--- src/rtl/video_pattern_pkg.sv ---
// rtl/video_pattern_pkg.sv - shared colour constants, types and helpers for the banded video test pattern
// Contents: pixel width/type, the four pattern colours, default run/band geometry,
// the colour selector enum with its sequencing helpers, and the checker state enum.
package video_pattern_pkg;

  localparam int PIX_W = 24;
  typedef logic [PIX_W-1:0] pixel_t;

  localparam pixel_t TURQUOISE   = {8'd26,  8'd188, 8'd156};
  localparam pixel_t CARROT      = {8'd230, 8'd126, 8'd34};
  localparam pixel_t SUNFLOWER   = {8'd241, 8'd196, 8'd15};
  localparam pixel_t POMEGRANATE = {8'd192, 8'd57,  8'd43};

  localparam int DEF_RUN_LENGTH    = 80;
  localparam int DEF_RUNS_PER_BAND = 5;

  // bit 1 selects the band (0 = A, 1 = B), bit 0 selects the colour within the band
  typedef enum logic [1:0] {
    COL_TURQUOISE   = 2'b00,
    COL_CARROT      = 2'b01,
    COL_SUNFLOWER   = 2'b10,
    COL_POMEGRANATE = 2'b11
  } colour_e;

  typedef enum logic [1:0] {
    ST_IDLE = 2'd0,
    ST_RUN  = 2'd1,
    ST_DONE = 2'd2
  } chk_state_e;

  function automatic pixel_t colour_value(input colour_e c);
    case (c)
      COL_TURQUOISE:   return TURQUOISE;
      COL_CARROT:      return CARROT;
      COL_SUNFLOWER:   return SUNFLOWER;
      default:         return POMEGRANATE;
    endcase
  endfunction

  // Other colour of the same band
  function automatic colour_e colour_partner(input colour_e c);
    return colour_e'({c[1], ~c[0]});
  endfunction

  // First colour of the opposite band
  function automatic colour_e band_first(input colour_e c);
    return colour_e'({~c[1], 1'b0});
  endfunction

endpackage

--- src/rtl/pattern_predictor.sv ---
// rtl/pattern_predictor.sv - run/band sequencer producing the expected banded pattern colour
// Ports: i_clk, i_rst_n (async active-low), i_clear (sync restart at TURQUOISE),
// i_advance (one pixel consumed), o_expected (colour expected for the current pixel).
module pattern_predictor
  import video_pattern_pkg::*;
#(
  parameter int RUN_LENGTH    = DEF_RUN_LENGTH,
  parameter int RUNS_PER_BAND = DEF_RUNS_PER_BAND
) (
  input  logic   i_clk,
  input  logic   i_rst_n,
  input  logic   i_clear,
  input  logic   i_advance,
  output pixel_t o_expected
);

  localparam int RUN_W  = ($clog2(RUN_LENGTH) > 7) ? $clog2(RUN_LENGTH) : 7;
  localparam int BAND_W = ($clog2(RUNS_PER_BAND) > 3) ? $clog2(RUNS_PER_BAND) : 3;

  logic [RUN_W-1:0]  r_run_cnt;
  logic [BAND_W-1:0] r_band_run;
  colour_e           r_colour;

  always_ff @(posedge i_clk or negedge i_rst_n) begin
    if (!i_rst_n) begin
      r_run_cnt  <= '0;
      r_band_run <= '0;
      r_colour   <= COL_TURQUOISE;
    end else if (i_clear) begin
      r_run_cnt  <= '0;
      r_band_run <= '0;
      r_colour   <= COL_TURQUOISE;
    end else if (i_advance) begin
      if (r_run_cnt == RUN_W'(RUN_LENGTH - 1)) begin
        r_run_cnt <= '0;
        // End of a run: either swap within the band or hop to the other band's first colour
        if (r_band_run == BAND_W'(RUNS_PER_BAND - 1)) begin
          r_band_run <= '0;
          r_colour   <= band_first(r_colour);
        end else begin
          r_band_run <= r_band_run + 1'b1;
          r_colour   <= colour_partner(r_colour);
        end
      end else begin
        r_run_cnt <= r_run_cnt + 1'b1;
      end
    end
  end

  assign o_expected = colour_value(r_colour);

endmodule

--- config.mk ---
export PLATFORM = sky130hd
export DESIGN_NAME = pattern_predictor
export DESIGN_NICKNAME = d
export VERILOG_FILES = /design/src/rtl/video_pattern_pkg.sv /design/src/rtl/pattern_predictor.sv
export SDC_FILE = /design/constraint.sdc
export NUM_CORES = 1
export LEC_CHECK = 0
export ABC_AREA = 1
export ABC_CLOCK_PERIOD_IN_PS = 1500
export BUFFER_PORTS_ARGS = -buffer_cell sky130_fd_sc_hd__buf_4
export CELL_PAD_IN_SITES_DETAIL_PLACEMENT = 0
export CELL_PAD_IN_SITES_GLOBAL_PLACEMENT = 1
export CORE_MARGIN = 1.5
export CORE_UTILIZATION = 36
export CTS_CLUSTER_DIAMETER = 60
export DETAILED_ROUTE_END_ITERATION = 16
export PLACE_DENSITY_LB_ADDON = 0.15
export SYNTH_ARGS = -nofsm -noshare
export SYNTH_HDL_FRONTEND = slang
export SYNTH_SLANG_ARGS = --single-unit
--- constraint.sdc ---
create_clock -name i_clk -period 1.5 [get_ports i_clk]
set_input_delay 0.15 -clock i_clk [delete_from_list [all_inputs] [get_ports i_clk]]
set_output_delay 0.15 -clock i_clk [all_outputs]
set_load 0.02 [all_outputs]
# Word-level counts from Yosys, hierarchy flattened
# Index checks and enable logic that the tools add are counted.
[classes] add_sub_neg=2 eq_ne=4 mux=12 bitwise=2 reduce_logical=6
[op_table] op="$pmux W24 S3" count=1
[op_table] op="$mux W7" count=3
[op_table] op="$mux W3" count=4
[op_table] op="$mux W2" count=4
[op_table] op="$add A7 B1 Y7 const B" count=1
[op_table] op="$eq A7 B7 Y1 const B" count=1
[op_table] op="$reduce_bool A2 Y1" count=3
[op_table] op="$add A3 B1 Y3 const B" count=1
[op_table] op="$eq A3 B3 Y1 const B" count=1
[op_table] op="$reduce_and A3 Y1" count=1
[op_table] op="$eq A2 B1 Y1 const B" count=1
[op_table] op="$eq A2 B2 Y1 const B" count=1
[op_table] op="$logic_not A2 Y1" count=1
[op_table] op="$not A1 Y1" count=2
[op_table] op="$reduce_and A2 Y1" count=1
[word_totals] ff_bits=12 inputBits=4 out_inout_bits=24 word_cells=30

# Depth between registers and ports, before layout
[logic_depth] depth_word=5 depth_mapped=7 mapped_depth_nobuf=7

# Worst setup path after synthesis
# No wires, ideal clock.
[synth_path] kind="reg2out" from="register r_colour[0]" to="output port o_expected[15]" t_arrival_ps=1573 required_ps=1350 setup_slack_ps=-223 path_stages_with_launch=6 path_buffers=1 path_cell_list="dfrtp_1 inv_1 ha_1 inv_1 a21oi_1 buf_4"
[synth_between] elab_chain_len=2 elab_cells_between_ends=4 cone_classes="eq/ne (2); mux (1); reduce/logical (1)"
[synth_lines] element="start: declaration" line="pattern_predictor.sv:22" text="colour_e r_colour;"
[synth_lines] element="start signal: assignment" line="pattern_predictor.sv:39" text="r_colour <= band_first(r_colour);"
[synth_lines] element="start signal: assignment" line="pattern_predictor.sv:42" text="r_colour <= colour_partner(r_colour);"
[synth_lines] element="$eq A2 B2 Y1 (tied with other cells)" line="video_pattern_pkg.sv:32" text="case (c)"
[synth_lines] element="$pmux W24 S3 *" line="video_pattern_pkg.sv:32"
[synth_lines] element="end: declaration" line="pattern_predictor.sv:14" text="output pixel_t o_expected"
# Every way passes the cells marked *; elsewhere a longest branch is shown, timed or not.

# Worst setup path in the final report
# Ends and elaborated chain as after synthesis.

==> run metrics <==
placement row count 17; highest-delay cell along the critical path dfrtp_2; P per Cell Area ~850 nW/um^2; Slew Limit Fails 0; Worst Path Required 1350 ps; routed vias ~780; CTS buffer count 3; crit path kind reg -> out; final setup TNS 0 ps; Synth Instances 113; DRT antenna net count 0; most frequent cells in the layout buf_4, nand2_1, dfrtp_1, inv_1, nor2_1; Worst path max stage delay 440 ps; R2R depth 6; Synth cell types 23; number of instances in the placed design between 150 and 200; met3 Track Usage GR 0.0169; CTS tree built; Placed Area 1060 um^2; register clock-pin slew on the reported worst setup and hold paths ~80 ps; CP Data Arrival Time 1340 ps; Hold Path Stages 3; Longest Clk Path Bufs 2; Crit path depth 4; Post-Layout Cell Count 170; Pleak 0.609 nW; Fillers 213; maxcap violations 0; port bufs 26; ratio of cells with drive above 1 in the final layout 0.444; FF+latch count, synth 12; # DRC 0; grt peak-use layer met2; Max Fclk 670 MHz; syn_nets 127; Routed WL per cell 10.5 um; cell family with most CP delay flip-flops; Vias/cell roughly 4.6; Seq/Total Area, Yosys 0.332; RD Place Congestion 0.735; status finished clean; unrepaired setup endpoints after global routing true; synth warn 0; area leader, netlist dfrtp_1; met2 GRT Util 0.267; final setup vio count 0; Hold Violations, Final 0; syn avg cell area 7.99 um^2; grt total ovfl 0; Tmin final 1490 ps; n_diodes 0; Worst Setup Start Kind flop; Iteration-0 DRC Markers 12; post-route cell area between 1000 and 1500 um^2; CP endpoint kind output port; number of global-route vias before repair 752; Area Overhead vs Synth 38.2%; Root Driver clkbuf_4; Ports 28; met1 usage in global routing 0.190; post-synthesis cell area 903 um^2; Die Area ~2800 um^2; hpwl dp 1320 um; pin count of the biggest net entering global routing 13; cells along the critical path buf_4 > ha_4 > a21oi_4 > buf_6; Max FO, Critical Path 4; Chip Height between 50 and 60 um; die width 53.1 um; total wire length 1780 um; GRT Resource Usage Total 0.153; share of the synthesized area in the top cell type 0.332; Max VDD drop 0.526 mV; fin crit share 0.995; Clk Latency, worst-skew pair 270 ps; clock sink count 12; initial antenna violation count 0; Initial Util 0.393; Clock Skews 1.94 ps; Pre-Repair DR Iteration Count 4; H-tree level count 1; core area 2300 um^2; CP Buf/Inv Count 2; first-pass GRT wire length 3150 um; post-layout net count 157; min-delay worst type in -> reg; commonest non-fill, non-tap cell in the layout buf_4; Area contributors post-synth dfrtp_1, ha_1, nand2_1, buf_4, inv_1
-- metrics by stage --
stage	util	setup slack, ps	hold slack (ps)	power (W)
floorplan	-	3.33	-146	0.000646
global placement	0.462	204	-0.585	0.000737
detailed placement	0.462	163	2.01	0.000739
CTS	0.510	-4.05	169	0.00104
global route	0.544	-52.5	183	0.00113
finish	0.544	7.18	172	0.00106
-- Yosys cell counts (all sizes together) --
master and n:
o21ai 8, xnor2 1, conb 1, buf 11
nand2 28, o21bai 2, or2 1, dfrtp 12
inv 16, nor2 11, nand3 7, ha 10
nand4 3, a21oi 2
-- tightest hold or removal path: stages --
cell	delay (ps)
buf_4	120
nand3_1	80
nand2_1	70
-- sequential cells by signal, summed over array words and instances (netlist names) --
signal,cells
r_colour,2
r_run_cnt,7
r_band_run,3
-- cells by family after synthesis --
kind of cell	share of synthesized area
XOR/XNOR	0.00970
flip-flops	0.332
adder cells (fa/ha/maj)	0.139
buffers and inverters	0.158
AO/OA/AOI/OAI	0.101
AND/OR/NAND/NOR	0.256
other	0.00415
-- area by class of cell --
| type | count | area [um^2] | area share |
|---|---|---|---|
| clock buffer | 4 | 36.3 | 0.0291 |
| inverter | 16 | 65.1 | 0.0521 |
| multi-input combinational | 74 | 512 | 0.410 |
| sequential | 12 | 302 | 0.241 |
| tap | 28 | 35.0 | 0.0281 |
| timing repair buffer | 36 | 299 | 0.239 |
-- path summary, 6_finish.rpt --
path / startpoint / endpoint / slack (ps)
hold / removal: i_advance / r_run_cnt[1]$_DFFE_PN0P_ / 170
max in group asynchronous: i_rst_n / r_colour[0]$_DFFE_PN0P_ / 1080
min in group asynchronous: i_rst_n / r_run_cnt[1]$_DFFE_PN0P_ / 250
setup / recovery: r_colour[0]$_DFFE_PN0P_ / o_expected[15] / 7
setup reg to reg: r_run_cnt[0]$_DFFE_PN0P_ / r_colour[0]$_DFFE_PN0P_ / 210
hold reg to reg: r_run_cnt[0]$_DFFE_PN0P_ / r_run_cnt[0]$_DFFE_PN0P_ / 510
-- per-layer routing --
layer,up-vias,share of wire
li1,404,-
met1,350,0.47
met2,26,0.47
met3,2,0.050
met4,0,0.0084
met5,-,0
-- what timing repair did --
| item | CTS | global route |
|---|---|---|
| hold endpoints to repair | 12 | 0 |
| endpoints found under the setup margin | 8 | 10 |
| pin swaps | 0 | 2 |
| hold buffers | 1 | 0 |
| resized for setup | 5 | 17 |
| buffers inserted | 8 | 1 |
-- where the power goes --
part / switching (W) / internal [W] / total (W) / leakage [nW]
sequential: 0.0000212 / 0.000346 / 0.000367 / 0.162
combinational: 0.000239 / 0.000198 / 0.000438 / 0.426
clock: 0.000111 / 0.000147 / 0.000258 / 0.0210
total: 0.000371 / 0.000692 / 0.00106 / 0.609
Note: power is estimated with default switching activity, not from simulation.
